`src/rtl/uart_ctrl_pkg.sv`:
```
// Shared constants for the Art32 UART bus front end: register map, bit positions
// and the line timing used to decide when the transmitter has gone idle.
package uart_ctrl_pkg;

    typedef enum logic [1:0] {
        ADDR_DATA     = 2'd0,
        ADDR_STATUS   = 2'd1,
        ADDR_CONTROL  = 2'd2,
        ADDR_RESERVED = 2'd3
    } reg_addr_e;

    localparam int ST_RX_VALID    = 0;
    localparam int ST_RX_FULL     = 1;
    localparam int ST_TX_EMPTY    = 2;
    localparam int ST_TX_FULL     = 3;
    localparam int ST_RX_OVERFLOW = 4;
    localparam int ST_TX_OVERFLOW = 5;
    localparam int ST_TX_IDLE     = 6;

    localparam int CTRL_RX_IRQ_EN = 0;
    localparam int CTRL_TX_IRQ_EN = 1;

    // One frame is start + 8 data + stop + one guard bit at 40 MHz / 115200 baud.
    localparam int BIT_CLKS      = 347;
    localparam int FRAME_BITS    = 11;
    localparam int FETCH_TO_IDLE = BIT_CLKS * FRAME_BITS;
    localparam int IDLE_CNT_W    = $clog2(FETCH_TO_IDLE + 1);

endpackage

```
`src/rtl/sync_fifo.sv`:
```
// Single-clock first-word fall-through FIFO; pointers carry one extra wrap bit
// so full and empty are distinguished without a separate count.
module sync_fifo #(
    parameter int WIDTH = 8,
    parameter int DEPTH = 16
) (
    input  logic             clk,
    input  logic             reset,
    input  logic             push,
    input  logic             pop,
    input  logic [WIDTH-1:0] din,
    output logic [WIDTH-1:0] dout,
    output logic             empty,
    output logic             full
);

    localparam int AW = $clog2(DEPTH);
    localparam logic [AW:0] PTR_ONE = 1;

    logic [AW:0]      wr_ptr_q, wr_ptr_d;
    logic [AW:0]      rd_ptr_q, rd_ptr_d;
    logic [WIDTH-1:0] mem_q [DEPTH];
    logic [WIDTH-1:0] mem_d [DEPTH];
    logic             do_push;
    logic             do_pop;

    assign empty = (wr_ptr_q == rd_ptr_q);
    assign full  = (wr_ptr_q[AW] != rd_ptr_q[AW]) && (wr_ptr_q[AW-1:0] == rd_ptr_q[AW-1:0]);
    assign dout  = mem_q[rd_ptr_q[AW-1:0]];

    // A push into a full FIFO only lands when the head leaves in the same cycle.
    assign do_pop  = pop & ~empty;
    assign do_push = push & (~full | do_pop);

    always_comb begin
        mem_d    = mem_q;
        wr_ptr_d = wr_ptr_q;
        rd_ptr_d = rd_ptr_q;
        if (do_push) begin
            mem_d[wr_ptr_q[AW-1:0]] = din;
            wr_ptr_d                = wr_ptr_q + PTR_ONE;
        end
        if (do_pop) begin
            rd_ptr_d = rd_ptr_q + PTR_ONE;
        end
    end

    always_ff @(posedge clk) begin
        if (reset) begin
            wr_ptr_q <= '0;
            rd_ptr_q <= '0;
        end else begin
            wr_ptr_q <= wr_ptr_d;
            rd_ptr_q <= rd_ptr_d;
        end
    end

    always_ff @(posedge clk) begin
        mem_q <= mem_d;
    end

endmodule

```
`src/rtl/uart_controller.sv`:
```
// Memory-mapped front end for the Art32 UART: TX/RX byte FIFOs, status and
// control registers, sticky overflow flags and a level interrupt.
module uart_controller
    import uart_ctrl_pkg::*;
#(
    parameter int TX_DEPTH = 16,
    parameter int RX_DEPTH = 16
) (
    input  logic        clk,
    input  logic        reset,
    input  logic [1:0]  bus_addr,
    input  logic        bus_wr,
    input  logic        bus_rd,
    input  logic [31:0] bus_wdata,
    output logic [31:0] bus_rdata,
    output logic        irq,
    output logic [7:0]  uart_data_in,
    output logic        uart_transmit,
    input  logic        uart_fetch,
    input  logic [7:0]  uart_data_out,
    input  logic        uart_received
);

    logic                  wr_data, rd_data, wr_status, wr_control;
    logic                  tx_empty, tx_full, rx_empty, rx_full;
    logic [7:0]            rx_head;
    logic                  fetch_ok, tx_idle;
    logic [31:0]           status;
    logic [IDLE_CNT_W-1:0] idle_cnt_q, idle_cnt_d;
    logic                  rx_ovf_q, rx_ovf_d;
    logic                  tx_ovf_q, tx_ovf_d;
    logic [1:0]            ctrl_q, ctrl_d;
    logic [31:0]           bus_rdata_q, bus_rdata_d;
    logic                  irq_q, irq_d;

    assign wr_data    = bus_wr && (bus_addr == ADDR_DATA);
    assign rd_data    = bus_rd && (bus_addr == ADDR_DATA);
    assign wr_status  = bus_wr && (bus_addr == ADDR_STATUS);
    assign wr_control = bus_wr && (bus_addr == ADDR_CONTROL);

    sync_fifo #(.WIDTH(8), .DEPTH(TX_DEPTH)) u_tx_fifo (
        .clk   (clk),
        .reset (reset),
        .push  (wr_data),
        .pop   (uart_fetch),
        .din   (bus_wdata[7:0]),
        .dout  (uart_data_in),
        .empty (tx_empty),
        .full  (tx_full)
    );

    sync_fifo #(.WIDTH(8), .DEPTH(RX_DEPTH)) u_rx_fifo (
        .clk   (clk),
        .reset (reset),
        .push  (uart_received),
        .pop   (rd_data),
        .din   (uart_data_out),
        .dout  (rx_head),
        .empty (rx_empty),
        .full  (rx_full)
    );

    assign uart_transmit = ~tx_empty;
    assign fetch_ok      = uart_fetch & ~tx_empty;
    assign tx_idle       = tx_empty && (idle_cnt_q == '0);

    always_comb begin
        status                 = '0;
        status[ST_RX_VALID]    = ~rx_empty;
        status[ST_RX_FULL]     = rx_full;
        status[ST_TX_EMPTY]    = tx_empty;
        status[ST_TX_FULL]     = tx_full;
        status[ST_RX_OVERFLOW] = rx_ovf_q;
        status[ST_TX_OVERFLOW] = tx_ovf_q;
        status[ST_TX_IDLE]     = tx_idle;
    end

    // The idle countdown restarts on every fetch, so tx_idle tracks the last byte handed over.
    always_comb begin
        idle_cnt_d = idle_cnt_q;
        if (fetch_ok) begin
            idle_cnt_d = IDLE_CNT_W'(FETCH_TO_IDLE);
        end else if (idle_cnt_q != '0) begin
            idle_cnt_d = idle_cnt_q - IDLE_CNT_W'(1);
        end

        rx_ovf_d = rx_ovf_q;
        tx_ovf_d = tx_ovf_q;
        if (wr_status && bus_wdata[ST_RX_OVERFLOW]) rx_ovf_d = 1'b0;
        if (wr_status && bus_wdata[ST_TX_OVERFLOW]) tx_ovf_d = 1'b0;
        if (uart_received && rx_full && !rd_data)   rx_ovf_d = 1'b1;
        if (wr_data && tx_full && !uart_fetch)      tx_ovf_d = 1'b1;

        ctrl_d = ctrl_q;
        if (wr_control) ctrl_d = bus_wdata[1:0];

        bus_rdata_d = bus_rdata_q;
        if (bus_rd) begin
            case (reg_addr_e'(bus_addr))
                ADDR_DATA:    bus_rdata_d = {24'h0, rx_empty ? 8'h00 : rx_head};
                ADDR_STATUS:  bus_rdata_d = status;
                ADDR_CONTROL: bus_rdata_d = {30'h0, ctrl_q};
                default:      bus_rdata_d = '0;
            endcase
        end

        irq_d = (ctrl_q[CTRL_RX_IRQ_EN] & ~rx_empty) | (ctrl_q[CTRL_TX_IRQ_EN] & tx_empty)
              | rx_ovf_q | tx_ovf_q;
    end

    always_ff @(posedge clk) begin
        if (reset) begin
            idle_cnt_q  <= '0;
            rx_ovf_q    <= 1'b0;
            tx_ovf_q    <= 1'b0;
            ctrl_q      <= '0;
            bus_rdata_q <= '0;
            irq_q       <= 1'b0;
        end else begin
            idle_cnt_q  <= idle_cnt_d;
            rx_ovf_q    <= rx_ovf_d;
            tx_ovf_q    <= tx_ovf_d;
            ctrl_q      <= ctrl_d;
            bus_rdata_q <= bus_rdata_d;
            irq_q       <= irq_d;
        end
    end

    assign bus_rdata = bus_rdata_q;
    assign irq       = irq_q;

endmodule
```
`config.mk`:
```
export PLATFORM = sky130hd
export DESIGN_NAME = uart_controller
export DESIGN_NICKNAME = d
export VERILOG_FILES = /design/src/rtl/uart_ctrl_pkg.sv /design/src/rtl/sync_fifo.sv /design/src/rtl/uart_controller.sv
export SDC_FILE = /design/constraint.sdc
export NUM_CORES = 1
export LEC_CHECK = 0
export BUFFER_PORTS_ARGS = -buffer_cell sky130_fd_sc_hd__buf_4
export CAP_MARGIN = 20
export CORE_MARGIN = 10
export CORE_UTILIZATION = 50
export CTS_BUF_LIST = sky130_fd_sc_hd__clkbuf_4 sky130_fd_sc_hd__clkbuf_8 sky130_fd_sc_hd__clkbuf_16
export CTS_CLUSTER_SIZE = 16
export DETAILED_ROUTE_END_ITERATION = 6
export PLACE_DENSITY = 0.71
export REMOVE_ABC_BUFFERS = 1
export SETUP_SLACK_MARGIN = 0.5
export SYNTH_ARGS = -nofsm -noshare
export SYNTH_HDL_FRONTEND = slang
export SYNTH_SLANG_ARGS = --single-unit
```
`constraint.sdc`:
```
create_clock -name clk -period 1.9 [get_ports clk]
set_input_delay 0.19 -clock clk [delete_from_list [all_inputs] [get_ports clk]]
set_output_delay 0.19 -clock clk [all_outputs]
set_load 0.02 [all_outputs]
```
==> summary.md, run 1 <==
| Metric | Value |
|---|---|
| Status | `finished with violations` |
| Failing checks | `negative setup slack` |
| CTS Buffer Depth | `3` |
| Post-Syn Area | `12510 um^2` |
| Total Power | `15400 uW` |
| Power per cell area | `955.4 nW/um^2` |
| DRT antenna net count | `0` |
| Final net count | `972` |
| Pin count of the biggest net entering global routing | `47` |
| Number of global-route vias before repair | `7873` |
| Number of flops mapped to enable cells by yosys | `256` |
| Share of the synthesized area in the top cell type | `61.45%` |
| I/O Buffers | `41` |
| Total gr overflow | `0` |
| Via Count | `7222` |
| Cells after Synth | `734` |
| Tcrit/Tclk final | `130.6%` |
| # H-tree levels | `1` |
| Clock latency on the worst-skew pair | `550 ps` |
| GR Util All Layers | `18.21%` |
| Final setup viols | `158` |
| Setup WS pre-CTS | `-221.9 ps` |
| Area Growth Syn to Fin | `28.83%` |
| Req. time, crit path | `1710 ps` |
| Setup CP Type | `reg -> out` |
| Largest area contributor in the netlist | `edfxtp_1` |
| Startpoint types | `flip-flop` |
| Num rows | `57` |
| CP max FO | `6` |
| TritonCTS buffer count | `31` |
| Root Buffer | `clkbuf_16` |
| Core ar. | `24460 um^2` |
| Post-Route Setup TNS | `-18680 ps` |
| Slew @ Worst Pin | `541.2 ps` |
| HPWL Detailed | `17.30 mm` |
| Pre-antenna DRT Iters | `5` |
| # DRC | `0` |
| P_leak | `0.005471 uW` |
| VDD IR max | `860.1 uV` |
| # diodes | `0` |
| Final Wtd Congestion | `0.8662` |
| Syn_area_per_cell | `17.04 um^2` |
| Final Max Tran Viols | `0` |
| Final hold vios | `0` |
| Clock skew | `15.55 ps` |
| Worst hold slack | `27.27 ps` |
| Crit path cell chain | `buf_12, buf_6, mux4_2, a211oi_4, buf_6, a21oi_4, buf_6` |
| Top cells by area, synth | `edfxtp_1 (61%), mux4_2 (12%), dfxtp_1 (7.2%), buf_4 (1.7%), and3_1 (1.4%)` |
| FFs w/ async S/R, synth | `0%` |
| Rel. slew slack | `63.92%` |
| Final Routed Wirelength | `29.29 mm` |
| I/O Pins | `90` |
| Worst-path clk slew | `60 ps` |
| Full die area | `31750 um^2` |
| Final WS setup | `-581.2 ps` |
| Slowest-stage cell, CP | `mux4_2` |
| Sequential-to-total area share from yosys stat | `68.65%` |
| Worst Path Arrival | `2290 ps` |
| CP endpoint kind | `output pin` |
| Max-cap violations | `0` |
| Synth Warn # | `0` |
| Height of the die | `178.2 um` |
| HP Class | `in -> reg` |
| Antenna violations before repair | `0` |
| Synth cell types | `52` |
| Fmax | `0.4030 GHz` |
| First DRT Iteration DRCs | `560` |
| Vias/cell | `5.736` |
| Sink Count | `301` |
| RSZ-0062 raised after global routing | `true` |
| CTS tree | `built` |
| CP dominant cell by count | `buf_6` |
| Initial Util | `51.14%` |
| Tmin final | `2481 ps` |
| #FFs+latches synth | `301` |
| First-pass GRT wire length | `44.58 mm` |
| Die width | `178.2 um` |
| Top FF cell, synth | `edfxtp_1` |
| Share of cells above drive strength 1 | `41.93%` |
| CP max stage delay | `530 ps` |
| Routed WL per cell | `23.26 um` |
## layout by cell type (no fill, tap or decap), types with 18 or more instances in the layout
cell type      count
and3_4            25
dfxtp_1           36
buf_12            19
buf_4             97
dlygate4sd3_1     18
conb_1            24
buf_6             44
edfxtp_1         256
nor2_1            31
mux4_2            64
clkbuf_16         31
a21oi_1           23
## worst paths after layout
path / from / endpoint / slack [ps] / cells after the start
worst max-delay path: u_tx_fifo.rd_ptr_q[0] / uart_data_in[4] / -580 / 7
worst min register to register: ctrl_q[0] / ctrl_q[0] / 490 / 2
worst max register to register: u_tx_fifo.rd_ptr_q[0] / u_tx_fifo.wr_ptr_q[4] / -280 / 11
worst min-delay path: bus_addr[0] / ctrl_q[0] / 30 / 4
## power by group
part / internal [uW] / switching [uW] / total [uW]
sequential: 7320 / 141 / 7460
combinational: 1020 / 1030 / 2060
clock: 3450 / 2430 / 5890
## through the flow
| step | util, % | area [um^2] | std cells |
|---|---|---|---|
| finish | 65.89 | 16120 | 1259 |
| global route | 65.89 | 16120 | 1259 |
| CTS | 64.99 | 15900 | 1245 |
| detailed placement | 55.73 | 13630 | 1134 |
| global placement | 55.73 | 13630 | 1134 |
| floorplan | - | 12190 | 692 |
## layer usage
layer / share of wire (%) / GRT usage, %
met3: 4.5 / 2.875
met5: 0 / 0
met2: 54 / 32.88
met1: 37 / 20.65
met4: 4.7 / 8.853
## cell families after synthesis
| kind of cell | Yosys count | synth area share, % |
|---|---|---|
| xor+xnor | 33 | 2.490 |
| compound gates | 71 | 3.750 |
| buf+inv | 75 | 3.560 |
| other cells | 1 | 0.02997 |
| fa+ha+maj | 12 | 1.200 |
| mux | 83 | 13.10 |
| simple gates | 158 | 7.221 |
| flops | 301 | 68.65 |
## synth_stat cells (15+ instances only)
cell and n:
nor3_1 15, nor2b_1 20, edfxtp_1 256, mux4_2 64
dfxtp_1 45, xor2_1 15, xnor2_1 15, mux2i_1 16
nor2_1 34, a21oi_1 29, and3_1 28, buf_4 29
## final cells by class
type,count,area (um^2)
clock buffers,41,863.3
flip-flops and latches,301,8610
repair buffers,185,1927
well taps,324,405.4
inverters,10,37.54
clock inverters,15,132.6
multi-input cells,383,4143
fillers,1559,8344
## what timing repair did
item / in CTS / in global routing
gates cloned: 6 / 0
buffers inserted: 31 / 14
endpoints found under the setup margin: 307 / 308
endpoints found under the hold margin: 258 / 0
pin swaps: 49 / 22
hold buffers: 18 / 0
resized for setup: 175 / 23
## sequential cells by signal (all words and copies together), names as in the netlist
| signal | flops |
|---|---|
| u_rx_fifo.wr_ptr_q | 5 |
| bus_rdata | 8 |
| u_tx_fifo.wr_ptr_q | 5 |
| u_rx_fifo.rd_ptr_q | 5 |
| rx_ovf_q | 1 |
| u_rx_fifo.mem_q | 128 |
| ctrl_q | 2 |
| tx_ovf_q | 1 |
| u_tx_fifo.rd_ptr_q | 5 |
| idle_cnt_q | 12 |
| u_tx_fifo.mem_q | 128 |
| irq | 1 |
## critical path, delay by kind of cell, from the launching register on
family          cells  cell delay, ps
compound gates      2             320
buf+inv             4             520
flops               1             380
mux                 1             530
Note: power is estimated with default switching activity, not from simulation.
==> run 2: changes to the inputs <==
--- a/config.mk
+++ b/config.mk
@@ -7,7 +7,6 @@
 export LEC_CHECK = 0
 export BUFFER_PORTS_ARGS = -buffer_cell sky130_fd_sc_hd__buf_4
 export CAP_MARGIN = 20
-export CORE_MARGIN = 10
 export CORE_UTILIZATION = 50
 export CTS_BUF_LIST = sky130_fd_sc_hd__clkbuf_4 sky130_fd_sc_hd__clkbuf_8 sky130_fd_sc_hd__clkbuf_16
 export CTS_CLUSTER_SIZE = 16
@@ -17,4 +16,5 @@
 export SETUP_SLACK_MARGIN = 0.5
 export SYNTH_ARGS = -nofsm -noshare
 export SYNTH_HDL_FRONTEND = slang
+export SYNTH_HIERARCHICAL = 1
 export SYNTH_SLANG_ARGS = --single-unit
==> run 2 against run 1 <==
  * The run still ends with negative setup slack left
  * Wire length is 0.80% higher
  * Synthesized area about the same
  * Global-route usage grew 4.4 points
  * Clock power is 4.8% lower
  * Utilization up 2.4 points
  * Highest routed layer unchanged
  * Final cell count grew 2.0%
  * Register-to-register slack worse by 100 ps
==> summary.md, run 2 <==
| Metric | Value |
|---|---|
| Status | `finished with violations` |
| Failing checks | `negative setup slack` |
| Number of global-route vias before repair | `7828` |
| Post-Syn Area | `12510 um^2` |
| I/O Pins | `90` |
| Initial Util | `51.14%` |
| Tcrit/Tclk final | `133.1%` |
| #FFs+latches synth | `301` |
| Power per cell area | `930.2 nW/um^2` |
| Top FF cell, synth | `edfxtp_1` |
| Tmin final | `2530 ps` |
| Number of flops mapped to enable cells by yosys | `256` |
| Synth Warn # | `6` |
| Clock skew | `11.43 ps` |
| CTS Buffer Depth | `3` |
| Final hold vios | `0` |
| GR Util All Layers | `22.61%` |
| Share of cells above drive strength 1 | `44.27%` |
| Startpoint types | `flip-flop` |
| I/O Buffers | `41` |
| Root Buffer | `clkbuf_16` |
| R2r worst-path depth | `12` |
| Share of the synthesized area in the top cell type | `61.45%` |
| Final Routed Wirelength | `29.53 mm` |
| Global-route track usage on met1 | `26.48%` |
| Final Max Tran Viols | `0` |
| Worst hold slack | `22.54 ps` |
| Routed WL per cell | `22.99 um` |
| Full die area | `25660 um^2` |
| Setup WS pre-CTS | `-240.0 ps` |
| Most common cell after layout, fill and taps aside | `edfxtp_1` |
| VDD IR max | `1071 uV` |
| Reg-to-Reg Start | `u_tx_fifo/rd_ptr_q[0]` |
| Most frequent cell after synthesis | `edfxtp_1` |
| CP endpoint kind | `output pin` |
| Worst-path clk slew | `70 ps` |
| P_leak | `0.005698 uW` |
| Final Wtd Congestion | `0.8051` |
| Design Area, Final | `16710 um^2` |
| Req. time, crit path | `1710 ps` |
| Largest area contributor in the netlist | `edfxtp_1` |
| Antenna violations before repair | `0` |
| Top cells by area, synth | `edfxtp_1 (61%), mux4_2 (12%), dfxtp_1 (7.2%), buf_4 (2.0%), mux2i_1 (1.6%)` |
| Fmax | `0.3953 GHz` |
| Post-DP Area | `13910 um^2` |
| Sequential-to-total area share from yosys stat | `68.65%` |
| Biggest regs | `u_rx_fifo/mem_q x128, u_tx_fifo/mem_q x128, idle_cnt_q x12` |
| Non-filler cells, final | `1284` |
| CP max FO | `4` |
| HP Class | `in -> reg` |
| Height of the die | `160.2 um` |
| Hold Crit Start | `bus_addr[1]` |
| # DRC | `0` |
| RSZ-0062 raised after global routing | `true` |
| Cells after Synth | `742` |
| Synth cell types | `45` |
| Pre-antenna DRT Iters | `5` |
| Worst Path Arrival | `2340 ps` |
| Final setup viols | `193` |
| Final WS setup | `-629.6 ps` |
| Area Growth Syn to Fin | `33.58%` |
| Total Power | `15540 uW` |
| Pin count of the biggest net entering global routing | `39` |
| First-pass GRT wire length | `44.01 mm` |
| Clock latency on the worst-skew pair | `550 ps` |
| GR Layer Usage met3 | `2.935%` |
| Slew @ Worst Pin | `759.6 ps` |
| Placed cells | `1150` |
| First DRT Iteration DRCs | `688` |
| Total gr overflow | `0` |
| TritonCTS buffer count | `31` |
| Leading cell types by count after synthesis | `edfxtp_1 (256), mux4_2 (64), dfxtp_1 (45)` |
| Setup CP Type | `reg -> out` |
| # H-tree levels | `1` |
| Die width | `160.2 um` |
| Final net count | `997` |
| Sink Count | `301` |
| FFs w/ async S/R, synth | `0%` |
| Start point of the critical path | `u_tx_fifo/rd_ptr_q[0]` |
| Hold path cells | `4` |
| Syn_area_per_cell | `16.86 um^2` |
| Most frequent cells in the layout | `edfxtp_1 (256), buf_4 (91), mux4_2 (64)` |
| Top Usage Layer GRT | `met2` |
| Via Count | `7345` |
| Met2 Resource Use GR | `42.27%` |
| Core ar. | `24460 um^2` |
| DRT antenna net count | `0` |
| Rel. slew slack | `49.17%` |
| Num rows | `57` |
| HPWL Detailed | `16.16 mm` |
| Max-cap violations | `0` |
| CTS tree | `built` |
| # diodes | `0` |
| Vias/cell | `5.720` |
run 2: changes by cell type after synthesis, moves of 5 or more:
cell | before | now
a211oi_1 | 10 | 22
nor2b_1 | 20 | 31
a31oi_1 | 0 | 8
nor3_1 | 15 | 7
nor2_1 | 34 | 41
a21oi_1 | 29 | 34
o211ai_1 | 5 | 0
o22ai_1 | 6 | 1
xor2_1 | 15 | 10
run 2: area by class of cell:
cell class	instances	area (um^2)
inverters	8	32.53
flip-flops and latches	301	8603
clock buffers	38	828.3
clock inverters	17	112.6
multi-input cells	395	4397
fillers	1475	7752
well taps	324	405.4
repair buffers	201	2331
run 2: worst max-delay path, cell delays in order (launching register included):
cell	delay [ps]
dfxtp_4	400
buf_6	130
bufbuf_16	260
mux4_2	530
mux2i_4	200
a21oi_2	90
buf_4	170
run 2: power breakdown:
group / switching [uW] / total [uW] / internal, uW
combinational: 1210 / 2430 / 1220
sequential: 164 / 7500 / 7330
clock: 2400 / 5610 / 3220
run 2: path summary, 6_finish.rpt:
check	endpoint	slack (ps)
setup reg to reg	u_tx_fifo/rd_ptr_q[3]	-380
hold / removal	bus_rdata[0]	20
setup / recovery	uart_data_in[1]	-630
hold reg to reg	bus_rdata[7]	480
run 2: metal layers:
layer / vias to the layer above / wire (um) / share of wire (%)
met5: - / 0 / 0
met4: 0 / 1000 / 3.4
met3: 73 / 949 / 3.2
met2: 200 / 16610 / 56
met1: 3820 / 10970 / 37
li1: 3252 / - / -
run 2: what timing repair did:
item                                   4_1_cts  5_1_grt
hold buffers                                17        0
setup endpoints to repair                  308      308
endpoints found under the hold margin      235        0
cloned                                      10        0
pin swaps                                   81       33
setup buffers                               40       12
resized for setup                          176       43
run 2: stage by stage:
stage	TNS [ps]	util, %
2_1_floorplan	-355530	-
3_3_place_gp	-1592	56.85
3_5_place_dp	-7161	56.85
4_1_cts	-12970	66.97
5_1_grt	-57790	68.31
6_report	-46540	68.31
run 2: cells by family (layout without fill, tap and decap cells):
logic type	count (synthesis)	in the layout	synth area share, %
AOI/OAI and AO/OA	86	88	4.531
muxes	86	86	13.30
adders and majority gates	11	11	1.100
xor gates and xnor gates	26	26	1.820
and+or+nand+nor	160	160	7.191
buffers and inverters	71	264	3.371
DFF	301	301	68.65
other	1	24	0.02998
